### src/rtl/decode_pkg.sv
// decode_pkg: instruction word layout shared by the encoder, the decoder and
// the benches. Holds the opcode encodings, field bit positions and a packed
// struct whose member order matches the 32-bit word from MSB to LSB.
package decode_pkg;

  typedef enum logic [1:0] {
    OP_DP      = 2'b00,
    OP_MEM     = 2'b01,
    OP_BR      = 2'b10,
    OP_ILLEGAL = 2'b11
  } op_e;

  localparam int unsigned COND_HI  = 31;
  localparam int unsigned COND_LO  = 28;
  localparam int unsigned OP_HI    = 27;
  localparam int unsigned OP_LO    = 26;
  localparam int unsigned FUNCT_HI = 25;
  localparam int unsigned FUNCT_LO = 20;
  localparam int unsigned RN_HI    = 19;
  localparam int unsigned RN_LO    = 16;
  localparam int unsigned RD_HI    = 15;
  localparam int unsigned RD_LO    = 12;
  localparam int unsigned SRC2_HI  = 11;
  localparam int unsigned SRC2_LO  = 0;

  typedef struct packed {
    logic [3:0]  cond;
    op_e         op;
    logic [5:0]  funct;
    logic [3:0]  rn;
    logic [3:0]  rd;
    logic [11:0] src2;
  } instr_fields_t;

endpackage

### src/rtl/instr_fifo.sv
// instr_fifo: show-ahead synchronous FIFO with asynchronous active-high reset.
//   clk, rst       : clock, async reset
//   push, din      : write din at tail (ignored when full)
//   pop            : drop head entry (ignored when empty)
//   dout           : head entry; holds its last value while empty
//   full, empty    : occupancy flags
//   level          : current occupancy, 0..DEPTH
module instr_fifo #(
  parameter int unsigned WIDTH = 32,
  parameter int unsigned DEPTH = 4
) (
  input  logic                     clk,
  input  logic                     rst,
  input  logic                     push,
  input  logic                     pop,
  input  logic [WIDTH-1:0]         din,
  output logic [WIDTH-1:0]         dout,
  output logic                     full,
  output logic                     empty,
  output logic [$clog2(DEPTH):0]   level
);

  localparam int unsigned AW = $clog2(DEPTH);
  localparam int unsigned LW = AW + 1;

  logic [WIDTH-1:0] r_mem [DEPTH];
  logic [AW-1:0]    r_wr;
  logic [AW-1:0]    r_rd;
  logic [LW-1:0]    r_cnt;
  logic [WIDTH-1:0] r_head;

  logic             w_push;
  logic             w_pop;
  logic [AW-1:0]    w_rd_next;
  logic [LW-1:0]    w_cnt_next;

  assign full  = (r_cnt == LW'(DEPTH));
  assign empty = (r_cnt == '0);
  assign level = r_cnt;
  assign dout  = r_head;

  assign w_push     = push & ~full;
  assign w_pop      = pop & ~empty;
  assign w_rd_next  = r_rd + AW'(w_pop);
  assign w_cnt_next = r_cnt + LW'(w_push) - LW'(w_pop);

  always_ff @(posedge clk) begin
    if (w_push) r_mem[r_wr] <= din;
  end

  // The head is registered so it can hold its value while empty. When the
  // next head slot is the one being written this cycle, take din directly.
  always_ff @(posedge clk or posedge rst) begin
    if (rst) begin
      r_wr   <= '0;
      r_rd   <= '0;
      r_cnt  <= '0;
      r_head <= '0;
    end else begin
      if (w_push) r_wr <= r_wr + AW'(1);
      r_rd  <= w_rd_next;
      r_cnt <= w_cnt_next;
      if (w_cnt_next != '0)
        r_head <= (w_push && (r_wr == w_rd_next)) ? din : r_mem[w_rd_next];
    end
  end

endmodule

### src/rtl/instr_encoder_queue.sv
// instr_encoder_queue: packs decoded fields into instruction words, drops
// illegal opcodes and queues legal words for in-order delivery.
//   clk, reset                 : clock, async active-high reset
//   enc_valid/enc_ready        : request handshake; fields cond/op/funct/rn/rd/src2
//   instr_valid/instr_ready    : output handshake; instr_out is the head word
//   fill_level                 : queue occupancy
//   illegal_pulse              : one cycle after an illegal request is dropped
//   err_count, issued_count    : saturating dropped / delivered counters
module instr_encoder_queue
  import decode_pkg::*;
#(
  parameter int unsigned WIDTH = 32,
  parameter int unsigned DEPTH = 4,
  parameter int unsigned CNT_W = 8
) (
  input  logic                   clk,
  input  logic                   reset,
  input  logic                   enc_valid,
  output logic                   enc_ready,
  input  logic [3:0]             cond,
  input  logic [1:0]             op,
  input  logic [5:0]             funct,
  input  logic [3:0]             rn,
  input  logic [3:0]             rd,
  input  logic [11:0]            src2,
  output logic                   instr_valid,
  input  logic                   instr_ready,
  output logic [WIDTH-1:0]       instr_out,
  output logic [$clog2(DEPTH):0] fill_level,
  output logic                   illegal_pulse,
  output logic [CNT_W-1:0]       err_count,
  output logic [CNT_W-1:0]       issued_count
);

  logic [WIDTH-1:0] w_word;
  logic             w_full;
  logic             w_empty;
  logic             w_accept;
  logic             w_illegal;
  logic             w_push;
  logic             w_pop;

  logic             r_illegal;
  logic [CNT_W-1:0] r_err;
  logic [CNT_W-1:0] r_issued;

  always_comb begin
    w_word                    = '0;
    w_word[COND_HI:COND_LO]   = cond;
    w_word[OP_HI:OP_LO]       = op;
    w_word[FUNCT_HI:FUNCT_LO] = funct;
    w_word[RN_HI:RN_LO]       = rn;
    w_word[RD_HI:RD_LO]       = rd;
    w_word[SRC2_HI:SRC2_LO]   = src2;
  end

  assign enc_ready   = ~w_full;
  assign instr_valid = ~w_empty;

  assign w_accept  = enc_valid & enc_ready;
  assign w_illegal = w_accept & (op == OP_ILLEGAL);
  assign w_push    = w_accept & (op != OP_ILLEGAL);
  assign w_pop     = instr_valid & instr_ready;

  instr_fifo #(
    .WIDTH(WIDTH),
    .DEPTH(DEPTH)
  ) u_fifo (
    .clk  (clk),
    .rst  (reset),
    .push (w_push),
    .pop  (w_pop),
    .din  (w_word),
    .dout (instr_out),
    .full (w_full),
    .empty(w_empty),
    .level(fill_level)
  );

  always_ff @(posedge clk or posedge reset) begin
    if (reset) begin
      r_illegal <= 1'b0;
      r_err     <= '0;
      r_issued  <= '0;
    end else begin
      r_illegal <= w_illegal;
      if (w_illegal && (r_err != '1)) r_err <= r_err + CNT_W'(1);
      if (w_pop && (r_issued != '1))  r_issued <= r_issued + CNT_W'(1);
    end
  end

  assign illegal_pulse = r_illegal;
  assign err_count     = r_err;
  assign issued_count  = r_issued;

endmodule

### config.mk
export PLATFORM = sky130hd
export DESIGN_NAME = instr_encoder_queue
export DESIGN_NICKNAME = d
export VERILOG_FILES = /design/src/rtl/decode_pkg.sv /design/src/rtl/instr_fifo.sv /design/src/rtl/instr_encoder_queue.sv
export SDC_FILE = /design/constraint.sdc
export NUM_CORES = 1
export LEC_CHECK = 0
export BUFFER_PORTS_ARGS = -buffer_cell sky130_fd_sc_hd__buf_2
export CORE_UTILIZATION = 30
export CTS_CLUSTER_DIAMETER = 100
export DETAILED_ROUTE_END_ITERATION = 8
export GPL_ROUTABILITY_DRIVEN = 0
export PLACE_DENSITY_LB_ADDON = 0.15
export SYNTH_ARGS = -nofsm -noshare
export SYNTH_HDL_FRONTEND = slang
export SYNTH_SLANG_ARGS = --single-unit
### constraint.sdc
create_clock -name clk -period 6.1 [get_ports clk]
set_input_delay 0.61 -clock clk [delete_from_list [all_inputs] [get_ports clk]]
set_output_delay 0.61 -clock clk [all_outputs]
set_load 0.005 [all_outputs]
Word level (Yosys, flattened, before mapping)
Memories as Yosys holds them, arrays and structs flattened. A register that Yosys moved wholly into a read port is not among the register bits.
Index checks and enable logic that the tools add are counted.

cells by class
  $add $sub $neg = 6
  $mul = 0
  div/mod/pow operators = 0
  $lt $le $gt $ge = 0
  equal/unequal tests = 5
  shift-type cells = 0
  mux-type cells = 2
  bitwise gates (word level) = 8
  reduce and logical (&&, ||, !) cells = 4

operators with widths
  kind                                          number
  adder 8 x 1 -> 8 bit, second input constant   2
  inequality test 8 bit, second input constant  2
  bitwise AND 1 bit                             6
  adder 3 x 1 -> 3 bit                          1
  equality test 3 bit, second input constant    1
  logical NOT 3 bit                             1
  nonzero test 3 bit                            1
  subtractor 3 x 1 -> 3 bit                     1
  adder 2 x 1 -> 2 bit                          1
  adder 2 x 1 -> 2 bit, second input constant   1
  equality test 2 bit, second input constant    1
  logical AND 1 bit                             2
  two-way mux 1 bit                             2
  inequality test 2 bit, second input constant  1
  inverter 1 bit                                2

word-level totals
  flip-flop bits (word level) = 24
  bits in latches = 0
  memory bits (writable) = 128
  bits in read-only memories = 0
  input bits = 36
  output and inout port bits = 54
  memories = 1

memory list
  name          depth  width  read ports  clocked after memory_dff  wr ports  RTL line          source
  u_fifo.r_mem  4      32     1           1                         1         instr_fifo.sv:26  logic [WIDTH-1:0] r_mem [DEPTH];

Longest topological paths before layout
  word-level depth = 8
  gate-level depth with buffers = 12
  gate-level depth less buffers = 10

By module
From an unflattened synthesis, not the netlist that was laid out.

unflattened totals
  cells, all modules = 459
  area, all modules = 7,370.8 um2

modules (own cells, without submodules)
  module               times used  cells each  area an instance (um2)  sequential area each (um2)
  instr_fifo           1           384         6,528.8                 4,819.6
  instr_encoder_queue  1           75          842.1                   425.4

Least setup slack after synthesis
Ideal clock, no wire load.

  path type = flip-flop to flip-flop
  start = register u_fifo.r_cnt[2], in the netlist u_fifo.level[2]
  end = register u_fifo.r_head[29], in the netlist u_fifo.dout[29], read port of u_fifo.r_mem
  arrival time = 2.668 ns
  data required time = 5.978 ns
  path slack = 3.310 ns
  stages on the path, launching flop included = 13
  cells stage by stage = dfrtp_1 -> o31ai_1 -> inv_1 -> ha_1 -> inv_1 -> ha_1 -> fa_1 -> xnor3_2 -> or3_1 -> buf_2 -> buf_6 -> nor2_1 -> a21oi_1

between the ends
  cells in the longest elaborated chain, start to end = 8
  elaborated cells on any way between the ends = 13
  classes of those cells = add/sub: 3; eq/ne: 1; bitwise: 7; reduce/logical: 2

ends and longest elaborated chain
  item                            RTL line                                     source
  from (decl)                     instr_fifo.sv:29                             logic [LW-1:0] r_cnt;
  from (signal assigned)          instr_fifo.sv:62                             r_cnt <= w_cnt_next;
  equality test 3 bit             instr_fifo.sv:37                             assign full = (r_cnt == LW'(DEPTH));
  inverter 1 bit                  instr_fifo.sv:42, instr_encoder_queue.sv:57
  bitwise AND 1 bit               instr_encoder_queue.sv:60                    assign w_accept = enc_valid & enc_ready;
  bitwise AND 1 bit               instr_encoder_queue.sv:62                    assign w_push = w_accept & (op != OP_ILLEGAL);
  bitwise AND 1 bit               instr_fifo.sv:42                             assign w_push = push & ~full;
  adder 3 x 1 -> 3 bit            instr_fifo.sv:45                             assign w_cnt_next = r_cnt + LW'(w_push) - LW'(w_pop);
  subtractor 3 x 1 -> 3 bit *     instr_fifo.sv:45
  named net u_fifo.w_cnt_next[2]  instr_fifo.sv:35                             logic [LW-1:0] w_cnt_next;
  nonzero test 3 bit *            instr_fifo.sv:63                             if (w_cnt_next != '0)
  to (decl)                       instr_fifo.sv:30                             logic [WIDTH-1:0] r_head;

Mark *: on every way through the listed nets, which the timed path passes. The rest lies on a longest branch.
A chain may end at the register's enable or synchronous reset.

Worst setup path after layout
  start = register u_fifo.r_cnt[0], in the netlist u_fifo.level[0]
  end = register u_fifo.r_head[21], in the netlist u_fifo.dout[21], read port of u_fifo.r_mem

between the ends
  elaborated cells on any way between the ends = 13
  classes of those cells = add/sub: 3; eq/ne: 1; bitwise: 7; reduce/logical: 2

RTL lines
  item                           RTL line                                     source
  logical NOT 3 bit *            instr_fifo.sv:38                             assign empty = (r_cnt == '0);
  inverter 1 bit *               instr_fifo.sv:43, instr_encoder_queue.sv:58
  bitwise AND 1 bit              instr_encoder_queue.sv:63                    assign w_pop = instr_valid & instr_ready;
  bitwise AND 1 bit *            instr_fifo.sv:43                             assign w_pop = pop & ~empty;
  adder 2 x 1 -> 2 bit *         instr_fifo.sv:44                             assign w_rd_next = r_rd + AW'(w_pop);
  named net u_fifo.w_rd_next[0]  instr_fifo.sv:34                             logic [AW-1:0] w_rd_next;

Marks and branches as above.

==> results.md <==
* Status: complete, no violations
* Fillers at 2,295
* R2r startpoint: u_fifo.level[0]
* Final number of setup-violating endpoints at 0
* Sequential Power Share at 0.380
* WP buf/inv at 2
* Vias in the first global route at about 4,300
* Comb power frac at 0.385
* Setup CP Type: reg2reg
* Clock Pin Slew Worst Setup and Hold Paths at roughly 0.07 ns
* Crit start category: flop
* Hold WS at around 0.42 ns
* Met3 track demand over resource at 0.0321
* Crit path cell chain: o31ai_1 -> inv_1 -> ha_2 -> buf_4 -> xnor2_1 -> and4_2 -> a21oi_1 -> a21oi_1
* Met1 Use GR at 0.181
* Register area share after synthesis at 0.713
* Post_cts resized at 0
* Via density at between 4 and 5
* Ys async rst share at 0.304
* Hold path cells at 1
* Final instance area at about 8700 um^2
* Arr. time, crit path at 4.08 ns
* Nets at 586
* Iter 0 DRT Violations at approximately 190
* Fraction of layout cells with a size suffix above 1 at 0.324
* WHS Endpoint: u_fifo.r_mem[2][3]
* Synth Register Bits at about 180
* Area Growth Syn to Fin at 18.8%
* Clock power share at 0.236
* Grt met2 use at 0.233
* Initial cell density of the core at 0.310
* Slew Viols, Final at 0
* Maximum vdd drop at 225 uV
* Area of the die at 25,200 um^2
* Ports at 90
* DRC at 0
* Power Internal at around 3.2 mW
* Post-Synthesis Cells at 450
* Hold path startpoint: src2[3]
* Drt total wl at around 16,000 um
* CP max FO at 32
* Antenna violations before repair at 1
* Total power at between 4 and 5 mW
* Primary FF master, synth: edfxtp_1
* Number of setup buffers added after CTS at 0
* Setup TNS at 0 ns
* Number of max-cap violations at 0
* First-pass GRT wire length at roughly 25,000 um
* Worst Hold Class: in2reg
* R2R Setup Slk at between 2 and 2.5 ns
* Setup crit end kind: flop
* Syn Nets at 496
* RSZ-0062 raised after global routing: no
* Post-detail-place hpwl at 9210 um
* Slew @ Worst Pin at ~0.98 ns
* Hold-fix buffers, CTS at 0
* Tcrit/Tclk final at 0.611
* Die X at ~160 um
* Final Hold Viols at 0
* CTS tree: done
* Psw at 1.70 mW
* GRT busiest layer: met2
* Family with the most delay on the worst path: simple AND/OR/NAND/NOR gates
* Pleak at 3.31 nW
* Synth area leader: edfxtp_1
* Clk Latency, worst-skew pair at around 0.43 ns
* Netlist Area Pre-Place at around 7400 um^2
* Setup WS pre-CTS at roughly 2.3 ns
* Placed Cells at 840
* CTS Sinks at 184
* Net Sw Frac at 0.349
* Top-area cell type share of the netlist area at 0.522
* CP peak stage delay at 0.82 ns
* Worst Skew at just under 0.009 ns
* Die Height at 159 um
* Placed instance area at between 8000 and 9000 um^2
* Finished Layout Cells at approximately 870
* Routed len/inst at between 15 and 20 um
* Maximum root-to-sink buffer count at 2
* CTS Buf Count at 17
* Yosys cell types at 42
* CTS root buf: clkbuf_16
* H-tree depth at 4
* Number of synthesized flops with an enable pin at ~130
* GRT Util Overall at 0.139
* Pin count of the biggest net entering global routing at 57
* Core area at between 20,000 and 25,000 um^2
* Layout Utilization at 0.368
* # diodes at 0
* Max frequency at roughly 270 MHz
* Num rows at 56
* Syn Area/Cell at 16.4 um^2
* Crit-path slowest cell: and4_2
* Antenna viol nets, final at 0
* Synth area leaders: edfxtp_1 (52%), dfrtp_1 (19%), mux4_2 (9.8%)
* CP most frequent cell: a21oi_1
* Yosys warns at 0
* Max transition margin at 0.344
* Slack of the critical path at between 2 and 2.5 ns
* Vias at approximately 4,000
* Drt pass-1 iters at 4
* Port Buffers at between 80 and 90
* GRT Residual Overflow at 0
* WP data required at roughly 6.5 ns
* Tmin final at ~3.7 ns
* Worst R2R Path Depth at 8
* Pwr per Cell Area at ~560 nW/um^2
* Reg-to-reg endpoint: u_fifo.dout[21]
[kinds of logic (layout without fill, tap and decap cells)]
group,Yosys count,in the layout,share of synthesized area
AO/OA/AOI/OAI,72,72,0.0512
multiplexers,36,36,0.105
flip-flops,184,184,0.713
XOR/XNOR,16,16,0.0229
AND/OR/NAND/NOR,101,101,0.0673
adder cells (fa/ha/maj),10,10,0.0180
buffers and inverters,31,134,0.0235
[power groups by stage]
| stage | clock network, mW | logic, mW | registers (mW) |
|---|---|---|---|
| 6_report | 1.15 | 1.87 | 1.85 |
| 2_1_floorplan | 0 | 1.35 | 1.85 |
| 3_5_place_dp | 0 | 1.92 | 1.88 |
| 4_1_cts | 1.17 | 1.94 | 1.86 |
| 3_3_place_gp | 0 | 1.90 | 1.87 |
| 5_1_grt | 1.22 | 2.12 | 1.89 |
[layout by cell type (no fill, tap or decap), drive strengths merged, types with 2 or more instances in the layout]
| cell type | netlist | routed |
|---|---|---|
| nand3 | 4 | 4 |
| mux2 | 4 | 4 |
| edfxtp | 128 | 128 |
| and3 | 6 | 6 |
| mux4 | 32 | 32 |
| nand2 | 36 | 36 |
| dfrtp | 56 | 56 |
| nand2b | 2 | 2 |
| inv | 8 | 13 |
| and4 | 5 | 5 |
| and2 | 4 | 4 |
| buf | 20 | 94 |
| ha | 9 | 9 |
| xor2 | 6 | 6 |
| clkinv | 0 | 5 |
| clkbuf | 3 | 18 |
| nor2 | 33 | 33 |
| xnor3 | 2 | 2 |
| a21oi | 65 | 65 |
| or3 | 2 | 2 |
| xnor2 | 8 | 8 |
| bufinv | 0 | 3 |
| nand4 | 6 | 6 |
[cells in the mapped netlist (all sizes together), types with 2 or more instances]
| cell | number |
|---|---|
| a21oi | 65 |
| and2 | 4 |
| and3 | 6 |
| and4 | 5 |
| buf | 20 |
| clkbuf | 3 |
| dfrtp | 56 |
| edfxtp | 128 |
| ha | 9 |
| inv | 8 |
| mux2 | 4 |
| mux4 | 32 |
| nand2 | 36 |
| nand2b | 2 |
| nand3 | 4 |
| nand4 | 6 |
| nor2 | 33 |
| or3 | 2 |
| xnor2 | 8 |
| xnor3 | 2 |
| xor2 | 6 |
[layer usage]
metal	part of all wire	vias to the layer above
met5	0.00049	-
met4	0.0099	2
met3	0.046	13
met2	0.50	96
met1	0.44	2099
li1	-	1883
[state kept, by name, summed over array words and instances (netlist names)]
name,count
u_fifo.r_mem,128
u_fifo.r_wr,2
illegal_pulse,1
u_fifo.level,3
issued_count,8
err_count,8
u_fifo.dout,32
u_fifo.r_rd,2
[final cells by class]
class | count | area [um^2] | area share
multi-input combinational | 235 | 1970 | 0.225
tap | 319 | 399 | 0.0456
sequential | 184 | 5250 | 0.600
timing repair buffer | 94 | 483 | 0.0552
clock inverter | 14 | 188 | 0.0215
clock buffer | 18 | 429 | 0.0491
inverter | 8 | 30.0 | 0.00343
[worst max-delay path by stage]
stage / startpoint / endpoint / cells past startpoint / slack, ns
6_report: u_fifo.level[0] / u_fifo.dout[21] / 8 / 2.37
4_1_cts: u_fifo.level[0] / u_fifo.dout[21] / 8 / 2.24
3_5_place_dp: u_fifo.level[0] / u_fifo.dout[17] / 8 / 2.28
3_3_place_gp: u_fifo.level[0] / u_fifo.dout[18] / 8 / 2.40
2_1_floorplan: u_fifo.level[2] / u_fifo.dout[29] / 12 / 3.31
5_1_grt: u_fifo.level[0] / u_fifo.dout[25] / 8 / 1.92
(Power assumes the default switching activity.)
